[config.mk]
export PLATFORM = sky130hd
export DESIGN_NAME = mod_exp_requester
export DESIGN_NICKNAME = d
export VERILOG_FILES = /design/src/rtl/mod_exp_requester_pkg.sv /design/src/rtl/mod_exp_requester.sv
export SDC_FILE = /design/constraint.sdc
export NUM_CORES = 1
export LEC_CHECK = 0
export CAP_MARGIN = 20
export CORE_MARGIN = 10
export CORE_UTILIZATION = 42
export DETAILED_ROUTE_END_ITERATION = 8
export PLACE_DENSITY = 0.86
export SLEW_MARGIN = 0
export SYNTH_ARGS = -nofsm -noshare
export SYNTH_HDL_FRONTEND = slang
export SYNTH_SLANG_ARGS = --single-unit
[constraint.sdc]
create_clock -name clk -period 1.55 [get_ports clk]
set_input_delay 0.465 -clock clk [delete_from_list [all_inputs] [get_ports clk]]
set_output_delay 0.465 -clock clk [all_outputs]
set_load 0.005 [all_outputs]
[src/rtl/mod_exp_requester_pkg.sv]
// Shared definitions for the mod_exp requester: FSM state encoding and default sizing.
package mod_exp_requester_pkg;

  typedef enum logic [2:0] {
    ST_IDLE  = 3'd0,
    ST_ISSUE = 3'd1,
    ST_GUARD = 3'd2,
    ST_WAIT  = 3'd3,
    ST_HOLD  = 3'd4
  } state_t;

  localparam int DEF_WIDTH   = 32;
  localparam int DEF_TIMEOUT = 65535;

endpackage

[src/rtl/mod_exp_requester.sv]
// Initiator for one mod_exp core: one job per message word with a latched key,
// results returned on a backpressured stream, each job bounded by a watchdog.
module mod_exp_requester
  import mod_exp_requester_pkg::*;
#(
  parameter int WIDTH   = DEF_WIDTH,
  parameter int TIMEOUT = DEF_TIMEOUT
) (
  input  logic             clk,
  input  logic             rst_n,
  input  logic             key_load,
  input  logic [WIDTH-1:0] key_exp,
  input  logic [WIDTH-1:0] key_mod,
  input  logic             in_valid,
  output logic             in_ready,
  input  logic [WIDTH-1:0] in_msg,
  output logic             out_valid,
  input  logic             out_ready,
  output logic [WIDTH-1:0] out_data,
  output logic             out_err,
  output logic [WIDTH-1:0] me_base,
  output logic [WIDTH-1:0] me_exponent,
  output logic [WIDTH-1:0] me_modulo,
  output logic             me_valid,
  input  logic             me_ready,
  input  logic [WIDTH-1:0] me_result
);

  localparam int CNT_W = $clog2(TIMEOUT + 1);

  state_t           state, state_nx;
  logic [CNT_W-1:0] cnt;
  logic [WIDTH-1:0] key_exp_q, key_mod_q;
  logic             idle, load_key, accept, mod_zero, mod_one, timeout_hit;

  assign idle        = (state == ST_IDLE);
  assign load_key    = idle && key_load;
  assign accept      = idle && !key_load && in_valid;
  assign mod_zero    = (key_mod_q == '0);
  assign mod_one     = (key_mod_q == WIDTH'(1));
  // The GUARD cycle counts toward the budget, so the abort lands TIMEOUT+1 cycles after ISSUE.
  assign timeout_hit = (cnt == CNT_W'(TIMEOUT - 1));

  assign in_ready  = rst_n && idle && !key_load;
  assign me_valid  = (state == ST_ISSUE);
  assign out_valid = (state == ST_HOLD);

  always_ff @(posedge clk or negedge rst_n) begin
    if (!rst_n) state <= ST_IDLE;
    else        state <= state_nx;
  end

  always_comb begin
    state_nx = state;
    case (state)
      ST_IDLE: begin
        if (accept) state_nx = (mod_zero || mod_one) ? ST_HOLD : ST_ISSUE;
      end
      ST_ISSUE: state_nx = ST_GUARD;
      ST_GUARD: state_nx = ST_WAIT;
      ST_WAIT: begin
        if (me_ready || timeout_hit) state_nx = ST_HOLD;
      end
      ST_HOLD: begin
        if (out_ready) state_nx = ST_IDLE;
      end
      default: state_nx = ST_IDLE;
    endcase
  end

  always_ff @(posedge clk or negedge rst_n) begin
    if (!rst_n) begin
      key_exp_q   <= '0;
      key_mod_q   <= '0;
      me_base     <= '0;
      me_exponent <= '0;
      me_modulo   <= '0;
      out_data    <= '0;
      out_err     <= 1'b0;
      cnt         <= '0;
    end else begin
      if (load_key) begin
        key_exp_q <= key_exp;
        key_mod_q <= key_mod;
      end
      // Operands are latched at acceptance and stay put until the next job.
      if (accept) begin
        me_base     <= in_msg;
        me_exponent <= key_exp_q;
        me_modulo   <= key_mod_q;
        out_data    <= '0;
        out_err     <= mod_zero;
      end
      case (state)
        ST_GUARD: cnt <= cnt + CNT_W'(1);
        ST_WAIT: begin
          cnt <= cnt + CNT_W'(1);
          if (me_ready) begin
            out_data <= me_result;
            out_err  <= 1'b0;
          end else if (timeout_hit) begin
            out_data <= '0;
            out_err  <= 1'b1;
          end
        end
        ST_HOLD: begin
          if (out_ready) cnt <= '0;
        end
        default: ;
      endcase
    end
  end

endmodule

# Word level (Yosys, flattened, before mapping)
# Cells that the tools add are included.
[totals]
regBits = 212
in_bits = 134
word_cells = 48
[op_classes]
addsub = 1
n_eq_ne = 9
n_mux = 15
n_reduce_logical = 14
[ops]
columns = ["operator", "count"]
rows = [
  ["32-bit 2-to-1 mux", 4],
  ["32-bit by 1-bit equality test with 1-bit output (second input constant)", 1],
  ["32-bit zero test", 1],
  ["16-bit one-hot mux with 2 select lines", 1],
  ["16-bit by 1-bit adder with 16-bit output (second input constant)", 1],
  ["16-bit equality test (second input constant)", 1],
  ["16-bit 2-to-1 mux", 1],
  ["3-bit one-hot mux with 5 select lines", 1],
  ["3-bit 2-to-1 mux", 4],
  ["3-bit by 2-bit equality test with 1-bit output (second input constant)", 2],
  ["1-bit logical AND", 5],
  ["1-bit 2-to-1 mux", 4],
  ["2-bit by 1-bit != test with 1-bit output (second input constant)", 2],
  ["3-bit by 1-bit equality test with 1-bit output (second input constant)", 1],
  ["3-bit equality test (second input constant)", 1],
  ["3-bit zero test", 1],
  ["3-bit AND reduction", 1],
  ["1-bit logical OR", 2],
  ["2-bit != test (second input constant)", 1],
  ["2-bit AND reduction", 1],
  ["2-bit nonzero test", 1],
  ["2-bit OR reduction", 1],
  ["1-bit zero test", 1],
]

# Depth between registers and ports, before layout
# Gate-level depths: netlist (run 1).
[depth]
depth_word = 7
ltp_mapped = 7

# Worst setup path before layout (run 1)
# Ideal clock, no wire load.
[synth_timing]
kind = "reg2reg"
startpoint = "register state[0]"
endpoint = "register key_exp_q[0]"
setup_time_ps = 125
arrival_ps = 1539
required_time_ps = 1425
slack_ps = -114
path_stages_with_launch = 7
path_buffers = 3
synth_period_minus_slack_ps = 1664
cell_sequence = "dfrtp_1 -> buf_2 -> nor3_1 -> and2_1 -> buf_2 -> buf_4 -> mux2_2"
[synth_between]
elab_chain_cells = 2
[synth_rtl]
columns = ["item", "line_no", "source"]
rows = [
  ["start, declared", "mod_exp_requester.sv:31", "state_t state, state_nx;"],
  ["start signal, assigned", "mod_exp_requester.sv:50", "else state <= state_nx;"],
  ["3-bit zero test", "mod_exp_requester.sv:36", "assign idle = (state == ST_IDLE);"],
  ["1-bit logical AND", "mod_exp_requester.sv:37", "assign load_key = idle && key_load;"],
  ["end signal, assigned", "mod_exp_requester.sv:83", "key_exp_q <= key_exp;"],
  ["end, declared", "mod_exp_requester.sv:33", "logic [WIDTH-1:0] key_exp_q, key_mod_q;"],
]
# Every way passes these cells.
# A chain may end at the register's enable or synchronous reset.

# Final worst setup path (run 1)
[layout_timing]
startpoint = "register state[0]"
endpoint = "output port in_ready"
[layout_between]
elab_chain_cells = 3
[layout_rtl]
columns = ["item", "line_no", "source"]
rows = [
  ["3-bit zero test", "mod_exp_requester.sv:36", ""],
  ["1-bit logical AND (2 in series)", "mod_exp_requester.sv:44", "assign in_ready = rst_n && idle && !key_load;"],
  ["end, declared", "mod_exp_requester.sv:15", "output logic in_ready,"],
]
# Every way passes these cells.

==> metrics.csv, run 1 <==
stage,metric,value,unit
sta,tightest_slew,0.701,ns
placed_design,hpwlAfterDp,16200,microns
yosys,synth.distinct_cells,42,
yosys,synthArstFlopShare,100,%
setup_path,crit_required,1.08,ns
sta,rsz0062_at_grt,true,
drt,wl_per_cell,22.6,microns
job,maxCapViolCount,0,
placed_design,place_area,11500,sq um
pwr,ir_drop,1.17,mV
sta,setup_viol,205,
global_routing,grt_pass1_wl,38600,microns
placed_design,gp_congestion,0.812,
sta,skew,0.0163,ns
floorplanning,initial_utilization,42.6,%
pwr,clkPwrFrac,20.9,%
drt,routed_wl,26900,microns
placed_design,post-place-ws,-0.579,ns
run_status,status,"complete, but fails checks",
yosys,synth_top_area_share,64.2,%
sta,finalWorstSetupSlack,-0.517,ns
pwr,powerDensity,1980,nW/um^2
final_layout,area_growth,57.4,%
yosys,avgSynthCellArea,15.2,sq um
yosys,post_synth_inst_count,542,
clocking,clkSinkCount,212,
pwr,p_leak,6.08,nW
setup_path,crit_type,reg -> out,
sta,maxSlewViolCount,0,
final_layout,instances_no_fill,1194,
setup_path,cp_max_fo,2,
final_layout,drive_gt1_share,51.7,%
sta,final.period_utilization,133,%
global_routing,grt_max_degree,132,
yosys,ys_seq_area_share,64.2,%
global_routing,first_global_vias,6646,
final_layout,mostFrequentLayoutCell,dfrtp_1,
global_routing,grtUsageTotal,18.7,%
final_layout,final_cell_area,13000,sq um
clocking,numCtsBuffers,23,
setup_path,critPathCaptureType,output port,
yosys,yosysTopAreaCell,dfrtp_1,
placed_design,port_buffers,265,
drt,drc_errors,0,
yosys,synthTopCellsByArea,"dfrtp_1 64%, mux2_2 22%, a22o_1 3.4%",
pwr,swShare,30.6,%
floorplanning,die_w,160,microns
yosys,synth_edf_count,0,
clocking,clk_latency,0.51,ns
pwr,combPwrFrac,41.3,%
clocking,path_clk_slew,0.06,ns
run_status,violations,negative setup slack,
drt,drt-pass1-iter-count,6,
pwr,power_frac_seq,37.8,%
final_layout,layout_common_cells,"212 x dfrtp_1, 132 x clkdlybuf4s50_1, 131 x buf_2",
floorplanning,fp.dieArea,25700,sq um
yosys,synth-main-ff-cell,dfrtp_1,
sta,period_needed,2.07,ns
drt,ant_nets,0,
floorplanning,core,19400,sq um
pwr,p_total,25.7,mW
worst_hold_path,hold_class,in -> async,
placed_design,place_inst,1091,
drt,vias,6098,
sta,hold_viol_final,0,
yosys,yosysWarningCount,0,
floorplanning,die_y,160,microns
sta,fmax,0.484,GHz
sta,slew_headroom,53.3,%
floorplanning,fp-row-count,51,
setup_path,startpoint_type,register,
clocking,htree_levels,1,
floorplanning,io_pins,266,
setup_path,cp.arrival,1.60,ns
sta,hold_slack,0.200,ns
global_routing,antenna_found_initial,2,
global_routing,gr-total-overflow,0,
clocking,clock_path_buffers,3,
drt,drt_iter0_markers,368,
yosys,ys_ff_latch,212,
final_layout,nets,1048,
clocking,cts_tree,done,
yosys,syn_nets,678,
yosys,syn-cell-area,8260,sq um
pwr,intPower,17.9,mW
pwr,p_switching,7.89,mW
clocking,root_buffer,clkbuf_16,
drt,vias_per_cell,5.11,
## power by group through the flow
stage / logic [mW] / registers, mW / clock network [mW]
2_1_floorplan: 4.03 / 9.58 / 0
3_3_place_gp: 9.17 / 9.53 / 0
3_5_place_dp: 9.45 / 9.70 / 0
4_1_cts: 9.19 / 9.61 / 5.46
5_1_grt: 11.4 / 10.1 / 5.71
6_report: 10.6 / 9.73 / 5.39
## worst paths after layout
check | start | end | slack [ns] | depth (start not counted)
max in group asynchronous | rst_n | me_base[25] | 0.80 | 3
min in group clk | me_base[26] | me_base[26] | 0.50 | 1
worst min register to register | me_base[26] | me_base[26] | 0.50 | 1
worst min-delay path | rst_n | key_mod_q[28] | 0.20 | 3
worst max-delay path | state[0] | in_ready | -0.52 | 3
worst max register to register | state[1] | key_mod_q[5] | -0.37 | 7
## state kept, by name, summed over array words and instances, names as in the netlist
signal,cells
cnt,16
key_exp_q,32
key_mod_q,32
me_base,32
me_exponent,32
me_modulo,32
out_data,32
out_err,1
state,3
## repair_timing
action	4_1_cts	5_1_grt
hold buffers	0	0
endpoints found under the setup margin	335	208
gates resized for setup	564	117
buffers inserted	26	19
pin swaps	6	12
gates cloned	11	10
## critical path, stage by stage (launching register included)
cell	delay [ns]
dfrtp_1	0.39
or3_4	0.40
nor3b_2	0.16
buf_2	0.14
## Yosys cell counts (3+ instances only)
cell / n
xnor2_1: 4
nor2_1: 10
or3_1: 7
nand2_1: 5
nand3_1: 9
buf_4: 7
and4_1: 3
xor2_1: 5
and2_1: 4
inv_1: 4
dfrtp_1: 212
mux2_2: 160
buf_2: 14
or4_1: 3
o21ai_0: 8
buf_6: 3
nor4_1: 5
o2111ai_1: 3
nand4_1: 3
a21oi_1: 9
a22o_1: 32
clkbuf_1: 5
## cell type report
class	instances	area, sq um
Inverter	4	15.0
Tap cell	265	332
Antenna cell	2	5.00
Fill cell	1374	6400
Multi-Input combinational cell	297	3250
Clock inverter	2	13.8
Timing Repair Buffer	374	3350
Clock buffer	38	732
Sequential cell	212	5310
## cell families after synthesis
group           count (synthesis)  share of synthesized area, %
compound gates                 60                          5.61
xor+xnor                        9                         0.954
fa+ha+maj                       2                         0.303
buf+inv                        34                          2.36
flops                         212                          64.2
mux                           160                          21.8
simple gates                   65                          4.71
## per-stage QoR
stage	utilization (%)	TNS [ns]
3_5_place_dp	59.5	-106.58
3_3_place_gp	59.5	-104.12
5_1_grt	67.0	-58.60
4_1_cts	63.5	-26.70
2_1_floorplan	-	-0.870
6_report	67.0	-46.94
## layer usage
layer	track usage (%)	vias to the layer above	share of wire, %
met5	0	-	0
met4	5.72	0	2.5
met3	5.24	47	6.3
met2	33.6	198	53
met1	20.9	3132	38
li1	-	2721	-
Power figures use the tool's default switching activity.
==> inputs of run 2 (changes only) <==
--- a/config.mk
+++ b/config.mk
@@ -8,7 +8,9 @@
 export CAP_MARGIN = 20
 export CORE_MARGIN = 10
 export CORE_UTILIZATION = 42
+export CTS_CLUSTER_DIAMETER = 60
 export DETAILED_ROUTE_END_ITERATION = 8
+export HOLD_SLACK_MARGIN = 0.02
 export PLACE_DENSITY = 0.86
 export SLEW_MARGIN = 0
 export SYNTH_ARGS = -nofsm -noshare
==> run 2 against run 1 <==
Against the previous run:
- largest cell class unchanged
- clock power is 4% higher
- clock skew up 0.0035 ns
- wire length up 2.3%
- critical path type unchanged
- register-to-register slack worse by 0.02 ns
- hold slack got worse by 0.013 ns
- sequential power about the same
- highest routed layer unchanged
- combinational power is 4% higher
- total power increased by 2.2%
- the run still ends with negative setup slack left
- maximum frequency shrank 0.67%
- critical path depth unchanged
- die area unchanged
- global-route usage is essentially flat
==> metrics.csv, run 2 (synthesis gave the netlist of run 1 again) <==
stage,metric,value,unit
run_status,status,"complete, but fails checks",
run_status,violations,negative setup slack,
placed_design,port_buffers,265,
pwr,ir_drop,1.18,mV
setup_path,reg2reg_depth,8,
pwr,combPwrFrac,41.7,%
job,maxCapViolCount,0,
sta,skew,0.0198,ns
global_routing,grt_max_degree,132,
drt,vias,6138,
setup_path,crit_required,1.08,ns
pwr,power_frac_seq,37.1,%
floorplanning,die_w,160,microns
drt,ant_nets,0,
setup_path,cp_max_fo,2,
global_routing,grtUsageTotal,18.7,%
setup_path,critPathCaptureType,output port,
drt,drt_iter0_markers,344,
setup_path,crit_type,reg -> out,
global_routing,first_global_vias,6713,
placed_design,hpwlAfterDp,16200,microns
sta,hold_slack,0.187,ns
global_routing,antenna_found_initial,2,
global_routing,gr-total-overflow,0,
placed_design,place_inst,1091,
sta,maxSlewViolCount,0,
clocking,root_buffer,clkbuf_16,
clocking,numCtsBuffers,24,
clocking,holdBufCountCts,0,
clocking,htree_levels,1,
sta,tightest_slew,0.727,ns
floorplanning,die_y,160,microns
setup_path,reg2reg_setup_slack,-0.39,ns
sta,fmax,0.481,GHz
pwr,p_switching,8.06,mW
final_layout,drive_gt1_share,52.3,%
pwr,clkPwrFrac,21.2,%
drt,routed_wl,27500,microns
floorplanning,io_pins,266,
drt,drc_errors,0,
floorplanning,core,19400,sq um
clocking,path_clk_slew,0.06,ns
clocking,cts_tree,done,
final_layout,layout_common_cells,"212 x dfrtp_1, 132 x clkdlybuf4s50_1, 131 x buf_2",
floorplanning,initial_utilization,42.6,%
drt,vias_per_cell,5.11,
setup_path,r2r_start,state[1],
setup_path,startpoint_type,register,
drt,drt-pass1-iter-count,4,
setup_path,cp.arrival,1.62,ns
drt,wl_per_cell,22.9,microns
floorplanning,fp.dieArea,25700,sq um
placed_design,post-place-ws,-0.579,ns
sta,slew_headroom,51.5,%
sta,setup_viol,206,
final_layout,area_growth,60.5,%
global_routing,grt_pass1_wl,38600,microns
pwr,p_leak,6.20,nW
final_layout,mostFrequentLayoutCell,dfrtp_1,
placed_design,gp_congestion,0.812,
sta,finalWorstSetupSlack,-0.531,ns
final_layout,nets,1055,
pwr,powerDensity,1980,nW/um^2
pwr,intPower,18.2,mW
sta,hold_viol_final,0,
floorplanning,fp-row-count,51,
clocking,clock_path_buffers,3,
worst_hold_path,hold_class,in -> async,
final_layout,instances_no_fill,1202,
clocking,clk_latency,0.51,ns
sta,final.period_utilization,134,%
clocking,clkSinkCount,212,
sta,period_needed,2.08,ns
sta,rsz0062_at_grt,true,
pwr,swShare,30.6,%
setup_path,worstReg2RegEnd,key_mod_q[12],
==> run 2: changes by cell type in the layout (fill, tap and decap cells not counted), sizes merged <==
cell and delta:
clkbuf +4, buf +2, inv +1, nand2 +1
==> run 2: worst max-delay path by stage <==
stage,startpoint,endpoint,slack [ns],cells past startpoint
global placement,key_load,in_ready,-0.55,3
global route,state[0],in_ready,-0.58,3
floorplan,state[0],key_exp_q[0],-0.01,6
finish,state[0],in_ready,-0.53,3
CTS,state[0],in_ready,-0.53,3
detailed placement,out_ready,cnt[13],-0.58,5
==> run 2: power by group through the flow <==
| stage | Combinational [mW] | Clock, mW | Sequential (mW) |
|---|---|---|---|
| floorplan | 4.03 | 0 | 9.58 |
| global placement | 9.17 | 0 | 9.53 |
| detailed placement | 9.45 | 0 | 9.70 |
| CTS | 9.22 | 5.70 | 9.59 |
| global route | 11.7 | 5.91 | 10.1 |
| finish | 11.0 | 5.58 | 9.75 |
==> run 2: cell type report <==
class / instances / area, sq um
inverters: 4 / 15.0
diodes: 2 / 5.00
clock buffers: 39 / 768
well taps: 265 / 332
repair buffers: 379 / 3510
clock inverters: 3 / 22.5
multi-input cells: 298 / 3300
flip-flops and latches: 212 / 5310
fillers: 1332 / 6140
==> run 2: repair_timing <==
action,in CTS,in global routing
buffers inserted,27,19
endpoints found under the setup margin,332,207
gates resized for setup,562,118
pin swaps,6,16
gates cloned,11,15
==> run 2: per-stage QoR <==
step,power (mW),utilization [%],area (sq um),setup TNS [ns]
floorplan,13.6,-,8310,-0.870
finish,26.3,68.3,13300,-53.33
CTS,24.5,63.7,12400,-27.54
detailed placement,19.1,59.5,11500,-106.58
global route,27.7,68.3,13300,-59.61
global placement,18.7,59.5,11500,-104.12
==> run 2: metal layers <==
layer,GRT usage (%),vias to the layer above,wire (microns)
met2,33.9,198,14700
li1,-,2735,-
met4,7.30,0,771
met3,4.91,57,1450
met1,20.4,3148,10600
met5,0,-,0
==> run 2: critical path, cell delays in order (launching register included) <==
cell and delay [ns]:
dfrtp_1 0.40, or3_4 0.41, nor3b_2 0.16, buf_2 0.14
==> variant, RTL diff (settings of run 2) <==
Encoding of `state_t`: now Gray code (3 bits for 5 states).
--- a/src/rtl/mod_exp_requester_pkg.sv
+++ b/src/rtl/mod_exp_requester_pkg.sv
@@ -2,11 +2,11 @@
 package mod_exp_requester_pkg;
 
   typedef enum logic [2:0] {
-    ST_IDLE  = 3'd0,
-    ST_ISSUE = 3'd1,
-    ST_GUARD = 3'd2,
-    ST_WAIT  = 3'd3,
-    ST_HOLD  = 3'd4
+    ST_IDLE  = 3'b000,
+    ST_ISSUE = 3'b001,
+    ST_GUARD = 3'b011,
+    ST_WAIT  = 3'b010,
+    ST_HOLD  = 3'b110
   } state_t;
 
   localparam int DEF_WIDTH   = 32;
Check against the original RTL: same outputs for any inputs over 4 cycles, from zero or initial values and one cycle with rst_n low; so few cycles prove little.
==> variant against run 2 <==
The flow still finishes with violations (setup timing). Area after synthesis is essentially flat. Sequential share of layout area shrank 0.66 points. Sequential cell count is the same. Hold slack gained 0.029 ns. Final area grew 1.7%. Critical path type unchanged. Total power grew 2.9%. Combinational power grew 5%. Setup slack gained 0.11 ns. Critical endpoint is now out_valid. Routed wire length shrank 2.3%. First-iteration DRC count shrank 14%.
==> variant: results (changes against run 2) <==
Status -> finished, violations left (unchanged)
Violated checks -> setup timing (unchanged)
CP max-delay cell -> dfrtp_1 (was or3_4)
Average wire per standard cell -> 21.4 um (was 22.9 um)
Worst VDD drop -> 1270 uV (was 1180 uV)
Register area share after synthesis -> 64.2% (about the same)
Fin Hold WS -> 0.216 ns (was 0.187 ns)
CP Max Fanout -> 3 (was 2)
Crit path capture -> out_valid (was in_ready)
Multi-input gate count -> 306 (was 298)
Clkbuf count -> 32 (was 39)
Syn Area/Cell -> 14.9 um^2 (was 15.2 um^2)
Worst slack, placed -> -0.867 ns (was -0.579 ns)
PnR worst setup slack -> -0.420 ns (was -0.531 ns)
Drt via density -> 5.04 (was 5.11)
Worst-margin pin slew -> 0.891 ns (was 0.727 ns)
Vias in the first global route -> 7,072 (was 6,713)
Reg-to-reg slack, setup -> -0.41 ns (was -0.39 ns)
GRT Total Usage -> 19.4% (was 18.7%)
Initial antenna violation count -> 1 (was 2)
FF-to-FF End -> key_exp_q[18] (was key_mod_q[12])
Final clock-cell share -> 6.10% (was 5.97%)
Lkg Pwr -> 6.48 nW (was 6.20 nW)
Dpl cell area -> 12,300 um^2 (was 11,500 um^2)
Arrival time at the worst endpoint -> 1.51 ns (was 1.62 ns)
R2r worst-path depth -> 6 (was 8)
DRT Pass-1 Iters -> 5 (was 4)
Final setup vio count -> 212 (was 206)
Top post-synthesis cells by area -> dfrtp_1 (64%), mux2_2 (22%), a22o_1 (3.4%), buf_2 (1.1%), nand2_1 (0.73%) (was dfrtp_1 (64%), mux2_2 (22%), a22o_1 (3.4%), buf_2 (0.85%), buf_4 (0.64%))
Yosys cell types -> 39 (was 42)
==> variant: logic make-up (layout without fill, tap and decap cells) <==
family | count (synthesis) | after routing | share of synthesized area [%]
xor+xnor | 6 | 6 | 0.636
mux | 163 | 163 | 22.2
simple gates | 76 | 76 | 4.95
other cells | 0 | 1 | 0
flops | 212 | 212 | 64.2
buf+inv | 37 | 475 | 1.95
fa+ha+maj | 2 | 2 | 0.303
compound gates | 59 | 59 | 5.80
==> variant: where the power goes <==
part	total, mW	internal [mW]	switching, mW
clock network	5.80	3.52	2.28
registers	9.78	8.18	1.60
logic	11.5	7.24	4.24
total	27.1	18.9	8.11
==> variant: timing repair <==
item / in CTS / in global routing
pin swaps: 15 / 8
setup endpoints to repair: 338 / 216
hold buffers: 0 / 0
gates cloned: 1 / 5
resized for setup: 593 / 52
buffers inserted: 50 / 7
==> variant: metal layers <==
layer	global-route usage [%]	routed length (um)
met1	22.9	10800
met2	33.4	13400
met3	6.04	2080
met4	5.38	681
met5	0	0
